## config.mk

```make
export PLATFORM = sky130hd
export DESIGN_NAME = muldiv_unit
export DESIGN_NICKNAME = d
export VERILOG_FILES = /design/src/rtl/muldiv_unit.sv
export SDC_FILE = /design/constraint.sdc
export NUM_CORES = 1
export LEC_CHECK = 0
export BUFFER_PORTS_ARGS = -buffer_cell sky130_fd_sc_hd__buf_2
export CORE_MARGIN = 10
export CORE_UTILIZATION = 54
export DETAILED_ROUTE_END_ITERATION = 8
export MAX_ROUTING_LAYER = met4
export PLACE_DENSITY = 0.75
export SYNTH_ARGS = -nofsm -noshare
export SYNTH_HDL_FRONTEND = slang
export SYNTH_SLANG_ARGS = --single-unit
```

## constraint.sdc

```tcl
create_clock -name clk -period 5.9 [get_ports clk]
set_input_delay 0.885 -clock clk [delete_from_list [all_inputs] [get_ports clk]]
set_output_delay 0.885 -clock clk [all_outputs]
set_load 0.02 [all_outputs]
```

## src/rtl/muldiv_unit.sv

```systemverilog
// Iterative RV32M-style multiply/divide unit. One bit per cycle: shift-add multiply
// and restoring divide on operand magnitudes, with sign fix-up on the final step.
module muldiv_unit #(
    parameter int XLEN  = 32,
    parameter int TAG_W = 5
) (
    input  logic             clk,
    input  logic             rst_n,
    input  logic             in_valid,
    output logic             in_ready,
    input  logic [2:0]       funct3,
    input  logic [XLEN-1:0]  rs1,
    input  logic [XLEN-1:0]  rs2,
    input  logic [TAG_W-1:0] rd_tag,
    input  logic             flush,
    output logic             out_valid,
    input  logic             out_ready,
    output logic [XLEN-1:0]  result,
    output logic [TAG_W-1:0] out_tag,
    output logic             busy
);
    localparam int CNT_W = $clog2(XLEN) + 1;
    localparam logic [XLEN-1:0] ONES    = '1;
    localparam logic [XLEN-1:0] MOST_NEG = {1'b1, {(XLEN-1){1'b0}}};

    typedef enum logic [1:0] {IDLE, CALC, DONE} state_t;
    state_t state, state_nxt;

    logic [2:0]        op_q;
    logic [XLEN-1:0]   b_q;
    logic              neg_q, neg_r;
    logic [2*XLEN-1:0] p_q, p_step, prod;
    logic [CNT_W-1:0]  cnt_q;
    logic [XLEN-1:0]   res_q, res_fin, res_spec;
    logic [TAG_W-1:0]  tag_q;

    logic            accept, is_div, a_sgn, b_sgn, a_neg, b_neg, special, last;
    logic [XLEN-1:0] a_mag, b_mag, quo, rem;
    logic [XLEN:0]   mul_sum, div_shift, div_diff;

    assign in_ready  = (state == IDLE);
    assign out_valid = (state == DONE);
    assign busy      = (state != IDLE);
    assign result    = res_q;
    assign out_tag   = tag_q;

    assign accept = in_valid && in_ready && !flush;
    assign is_div = funct3[2];
    assign last   = (state == CALC) && (cnt_q == CNT_W'(1));

    // Operand signedness: MUL/MULH s*s, MULHSU s*u, MULHU u*u; DIV/REM signed.
    always_comb begin
        a_sgn = is_div ? !funct3[0] : (funct3[1:0] != 2'b11);
        b_sgn = is_div ? !funct3[0] : !funct3[1];
        a_neg = a_sgn && rs1[XLEN-1];
        b_neg = b_sgn && rs2[XLEN-1];
        a_mag = a_neg ? -rs1 : rs1;
        b_mag = b_neg ? -rs2 : rs2;
    end

    // Divide-by-zero and signed overflow bypass the iteration entirely.
    always_comb begin
        special  = 1'b0;
        res_spec = '0;
        if (is_div && rs2 == '0) begin
            special  = 1'b1;
            res_spec = funct3[1] ? rs1 : ONES;
        end else if (is_div && !funct3[0] && rs1 == MOST_NEG && rs2 == ONES) begin
            special  = 1'b1;
            res_spec = funct3[1] ? '0 : rs1;
        end
    end

    // p_q = {hi, lo}: multiply keeps partial sum in hi and multiplier in lo;
    // divide keeps partial remainder in hi and dividend/quotient bits in lo.
    always_comb begin
        mul_sum   = {1'b0, p_q[2*XLEN-1:XLEN]} + (p_q[0] ? {1'b0, b_q} : '0);
        div_shift = {p_q[2*XLEN-1:XLEN], p_q[XLEN-1]};
        div_diff  = div_shift - {1'b0, b_q};
        if (op_q[2]) begin
            if (!div_diff[XLEN])
                p_step = {div_diff[XLEN-1:0], p_q[XLEN-2:0], 1'b1};
            else
                p_step = {div_shift[XLEN-1:0], p_q[XLEN-2:0], 1'b0};
        end else begin
            p_step = {mul_sum, p_q[XLEN-1:1]};
        end
    end

    always_comb begin
        prod = neg_q ? -p_step : p_step;
        quo  = neg_q ? -p_step[XLEN-1:0] : p_step[XLEN-1:0];
        rem  = neg_r ? -p_step[2*XLEN-1:XLEN] : p_step[2*XLEN-1:XLEN];
        if (op_q[2])
            res_fin = op_q[1] ? rem : quo;
        else
            res_fin = (op_q[1:0] == 2'b00) ? prod[XLEN-1:0] : prod[2*XLEN-1:XLEN];
    end

    always_comb begin
        state_nxt = state;
        case (state)
            IDLE: if (accept) state_nxt = special ? DONE : CALC;
            CALC: if (last) state_nxt = DONE;
            DONE: if (out_ready) state_nxt = IDLE;
            default: state_nxt = IDLE;
        endcase
        if (flush) state_nxt = IDLE;
    end

    always_ff @(posedge clk) begin
        if (!rst_n) state <= IDLE;
        else        state <= state_nxt;
    end

    always_ff @(posedge clk) begin
        if (!rst_n) begin
            op_q  <= '0;
            b_q   <= '0;
            neg_q <= 1'b0;
            neg_r <= 1'b0;
            p_q   <= '0;
            cnt_q <= '0;
            res_q <= '0;
            tag_q <= '0;
        end else begin
            if (accept) begin
                op_q  <= funct3;
                b_q   <= is_div ? b_mag : a_mag;
                p_q   <= {{XLEN{1'b0}}, (is_div ? a_mag : b_mag)};
                neg_q <= a_neg ^ b_neg;
                neg_r <= a_neg;
                cnt_q <= special ? '0 : CNT_W'(XLEN);
                tag_q <= rd_tag;
                if (special) res_q <= res_spec;
            end else if (state == CALC) begin
                p_q   <= p_step;
                cnt_q <= cnt_q - CNT_W'(1);
                if (last) res_q <= res_fin;
            end
            if (flush) cnt_q <= '0;
        end
    end
endmodule

```

==> flow_summary.toml, run 1 <==
[cts]
clock_sink_count = 146
cts_max_level = 4
postCtsHoldBufs = 0
path_clk_slew_ns = 0.07
cts_root_buf = "clkbuf_16"
cts_buffers = 17
clock_latency_ns = 0.47
clk_path_buf_depth = 2
tritoncts = "built"
cts_resized = 0
postCtsSetupRepairBufs = 0

[setup_path]
crit_type = "register to register"
rrSetupSlack_ns = 0.36
cp.arrival_ns = 5.88
crit_fanout = 6
reg2reg_to = "result[26]"
required_ns = 6.24
timing.rr.start = "p_q[31]"
worstPathCellList = "inv_1, ha_1, fa_1, nor2b_1, o22a_1, a2111oi_4, nor4_4, a2111oi_2, a21oi_1, ha_1, nand2_1, or3_1, nor4_1, nand2_1, or4_4, or2_0, or3_1, a211oi_1, a31oi_1"
slowest_delay_ns = 0.55
cp-start-kind = "register"
r2r.worst_path.cells = 19
end_kind = "register"
slowest_stage = "or4_4"

[layout]
drive_above_1_share_pct = 11.98
mostFrequentLayoutCells = "nand2_1, nor2_1, a21oi_1, o21ai_0, dfxtp_1"
final_nets = 2607
fin_util_pct = 60.40
final_common_cell = "nand2_1"
area_growth_syn_to_layout_pct = 10.60

[route]
dr.pass1.iters = 7
drtIter0Drc = 2522
wl_um = 75890
vias = 19900
drc = 0
ant_nets = 0
viasPerCell = 6.939
wl_per_cell_um = 26.46

[timing]
min_period_over_period_pct = 93.96
setup_tns_ns = 0
setup_viol = 0
slew_headroom_pct = 3.883
min_period_ns = 5.544
skew_ns = 0.01396
hold_viol_final = 0
final_max_slew_viol_count = 0
fmax_mhz = 180.4
tightest_slew_ns = 1.402

[yosys]
ys_ff_latch = 146
yosysUniqueCellTypes = 103
yosysSeqAreaShare_pct = 17.50
synthCells = 2387
synth_warnings = 0
synth_top_cell_by_area = "dfxtp_1"
ys_top_cells_by_area = "dfxtp_1, nand2_1, a21oi_1, ha_1, xnor2_1"
ys_async_sr_fraction_pct = 0
synth_area_um2 = 16710
yosysTopAreaCellShare_pct = 17.50
syn_nets = 2537
syn_area_per_cell_um2 = 6.999
synth_edf_count = 0
synthFlopType = "dfxtp_1"

[worst_hold_path]
worstHoldStart = "out_tag[1]"
hold_class = "register to register"
whs_endpoint = "out_tag[1]"
min_path_cells = 2

[floorplan]
ioPinCount = 117
fp.dieH_um = 195.9
row_count = 64
start_util_pct = 54.61
core_area_um2 = 30590
die_x_um = 195.9
dieArea_um2 = 38370

[place]
portBuffers = 116
dp_hpwl_um = 59800
place.gp.congestion = 1.100

[global_routing]
antenna_found_initial = 2
grt_max_degree = 106
grt_pass1_wl_um = 113400
grt_pass1_vias = 18390
grt_usage_pct = 38.94
overflow = 0

[pwr]
leakage_nw = 7.110
ir_drop_mv = 0.2309
power_density_nw_per_um2 = 198.4

[run]
cap_violations = 0

[status]
run_status = "completed"
==> state kept, by name (all words and copies together), names as in the netlist <==
| register | cells |
|---|---|
| neg_q | 1 |
| neg_r | 1 |
| result | 32 |
| state | 2 |
| out_tag | 5 |
| cnt_q | 6 |
| p_q | 64 |
| op_q | 3 |
| b_q | 32 |
==> synthesized netlist by cell type (all sizes together), types with 24 or more instances <==
cell / number
xor2: 61
nor2b: 33
o21ai: 168
a21oi: 185
inv: 75
xnor2: 94
a211oi: 52
o31ai: 27
dfxtp: 146
nand3: 66
nand4: 31
nor3: 64
nor2: 195
or3: 24
ha: 71
o211ai: 85
a31oi: 37
clkbuf: 107
a21boi: 46
nor4: 27
and2: 67
mux2i: 56
buf: 44
nand2: 306
==> critical path: cells and delay by family (launching register included) <==
kind,cells,cell delay (ns)
AND/OR/NAND/NOR,9,2.97
AO/OA/AOI/OAI,6,1.13
adder cells (fa/ha/maj),3,0.85
flip-flops,1,0.36
buffers and inverters,1,0.10
==> layer usage <==
| layer | vias to the layer above | share of wire, % | global-route usage, % | routed length [µm] |
|---|---|---|---|---|
| li1 | 8954 | - | - | - |
| met1 | 9333 | 39 | 47.18 | 29660 |
| met2 | 1328 | 42 | 55.89 | 31790 |
| met3 | 285 | 11 | 9.872 | 8510 |
| met4 | 0 | 7.8 | 26.44 | 5923 |
| met5 | - | 0 | - | 0 |
==> how the worst max path moves through the flow <==
stage            start         end  cells after the start
2_1_floorplan  op_q[2]  result[26]                     19
3_3_place_gp   p_q[31]  result[26]                     19
3_5_place_dp   p_q[31]  result[26]                     19
4_1_cts        p_q[31]  result[26]                     19
5_1_grt        b_q[19]  result[26]                     18
6_report       p_q[31]  result[26]                     19
==> cell type report <==
cell class / instances / area [µm²]
antenna: 2 / 5.005
clock buffer: 19 / 432.9
clock inverter: 13 / 161.4
fill: 2935 / 12110
inverter: 78 / 292.8
multi-input combinational: 2012 / 12930
sequential: 146 / 2928
tap: 396 / 495.5
timing repair buffer: 202 / 1226
==> power by group <==
group / switching (mW) / internal (mW)
registers: 0.0512 / 1.02
logic: 0.949 / 0.484
clock network: 0.493 / 0.664
total: 1.49 / 2.17
==> kinds of logic (layout without fill, tap and decap cells) <==
family	Yosys count	count (layout)	share of synthesized area, %
AND/OR/NAND/NOR	912	912	26.81
adder cells (fa/ha/maj)	73	73	5.557
other	0	2	0
XOR/XNOR	155	155	8.126
flip-flops	146	146	17.50
AO/OA/AOI/OAI	807	807	32.55
buffers and inverters	229	312	5.505
multiplexers	65	65	3.962
==> stage by stage <==
stage                     worst slack (ns)  power, mW  instance area, µm²  hold slack [ns]  cells
after CTS                           0.2831      3.597               18440           0.4657   2866
final                               0.3563      3.666               18480           0.4647   2868
after global routing             -0.003564      3.788               18480           0.4944   2868
after floorplan                     0.7275      1.976               16710           0.4494   2387
after detailed placement            0.3116      2.457               17840           0.4490   2834
after global placement              0.5206      2.438               17840           0.4371   2834
Note: power is estimated with default switching activity, not from simulation.
==> run 2: changes to the inputs <==
- CORE_UTILIZATION: 54 -> 40
- PLACE_DENSITY: 0.75 -> 0.59
==> flow_summary.toml, run 2 (synthesis gave the netlist of run 1 again) <==
[setup_path]
cp.arrival_ns = 6.00
crit_type = "register to register"
worstPathCellList = "inv_1, ha_1, a21oi_1, o22ai_1, a2111oi_2, or3_1, a2111oi_2, a21oi_1, ha_1, nand2_1, or3_1, nor4_1, nand2_1, or4_4, or2_0, or3_1, a211oi_1, a31oi_1"
cp-start-kind = "register"
crit_buf_inv = 1
end_kind = "register"
slowest_delay_ns = 0.69
crit_fanout = 7
slowest_stage = "a2111oi_2"
cp_common_cell = "or3_1"
cp_top_family = "simple AND/OR/NAND/NOR gates"
required_ns = 6.25

[cts]
postCtsSetupRepairBufs = 0
cts_resized = 0
cts_root_buf = "clkbuf_16"
tritoncts = "built"
cts_max_level = 4
clock_sink_count = 146
clk_path_buf_depth = 2
postCtsHoldBufs = 0
clock_latency_ns = 0.48
path_clk_slew_ns = 0.07
cts_buffers = 17

[status]
run_status = "completed"

[route]
vias = 19420
ant_nets = 0
drc = 0
viasPerCell = 6.462
drtIter0Drc = 2464
wl_um = 78870
wl_per_cell_um = 26.24
dr.pass1.iters = 6

[global_routing]
grt_usage_pct = 31.05
grt_pass1_wl_um = 115700
antenna_found_initial = 3
overflow = 0
grt_max_degree = 66
grt_pass1_vias = 17880

[layout]
final_nets = 2608
mostFrequentLayoutCells = "nand2_1, nor2_1, a21oi_1, o21ai_0, dfxtp_1"
area_growth_syn_to_layout_pct = 12.13
fill_cells = 4333
final_cell_count_no_fill = 3006
largest_register_ffs = 64
drive_above_1_share_pct = 12.02
final_common_cell = "nand2_1"
fin_util_pct = 45.57
stdcell_area_um2 = 18730
regMostFlops = "p_q"

[run]
cap_violations = 0

[place]
pre_cts_slack_ns = 0.4154
portBuffers = 116
dpl-instance-area_um2 = 18040
dp_hpwl_um = 62360
place.gp.congestion = 1.077
dp_cells = 2971

[floorplan]
start_util_pct = 40.64
dieArea_um2 = 50340
core_area_um2 = 41110
row_count = 74
die_x_um = 224.4
fp.dieH_um = 224.4
ioPinCount = 117

[pwr]
ir_drop_mv = 0.1676
total_power_mw = 3.830
power_density_nw_per_um2 = 204.4
leakage_nw = 7.173

[timing]
min_period_over_period_pct = 95.75
hold_viol_final = 0
setup_tns_ns = 0
fmax_mhz = 177.0
tightest_slew_ns = 1.306
setup_viol = 0
hold_ws_ns = 0.4637
rsz0062_at_grt = "false"
min_period_ns = 5.649
worst_slack_ns = 0.2510
skew_ns = 0.01533
final_max_slew_viol_count = 0
slew_headroom_pct = 12.69

[worst_hold_path]
hold_class = "register to register"
-- run 2: changes by cell type in the layout (fill, tap and decap cells not counted), moves of 2 or more --
cell,before,now
bufinv_16,3,6
clkbuf_8,0,4
clkinv_4,2,0
clkinvlp_4,4,1
-- run 2: worst min-delay path: cells and delay by family (launching register included) --
kind | cells | cell delay (ns)
AND/OR/NAND/NOR | 1 | 0.05
flip-flops | 1 | 0.31
AO/OA/AOI/OAI | 1 | 0.05
-- run 2: worst paths after layout --
path | startpoint | cells past startpoint | end | slack (ns)
worst max-delay path | b_q[5] | 18 | result[26] | 0.25
worst min-delay path | result[13] | 2 | result[13] | 0.46
worst max register to register | b_q[5] | 18 | result[26] | 0.25
worst min register to register | result[13] | 2 | result[13] | 0.46
-- run 2: power by group --
part | internal, mW | switching [mW] | total (mW)
registers | 1.02 | 0.0446 | 1.07
clock network | 0.836 | 0.492 | 1.33
logic | 0.481 | 0.953 | 1.43
-- run 2: routing by layer --
layer	up-vias	global-route usage (%)	share of wire [%]
met5	-	-	0
met4	0	14.04	4.7
met3	168	5.777	7.8
met2	963	46.93	44
met1	9358	39.60	43
li1	8935	-	-
-- run 2: area by class of cell --
| class | count | area (µm²) | share of cell area, % |
|---|---|---|---|
| multi-input cells | 2012 | 12910 | 68.89 |
| flip-flops and latches | 146 | 2928 | 15.63 |
| repair buffers | 203 | 1246 | 6.652 |
| well taps | 532 | 665.6 | 3.553 |
| clock buffers | 22 | 484.2 | 2.585 |
| inverters | 78 | 292.8 | 1.563 |
| clock inverters | 10 | 202.7 | 1.082 |
| diodes | 3 | 7.507 | 0.04007 |
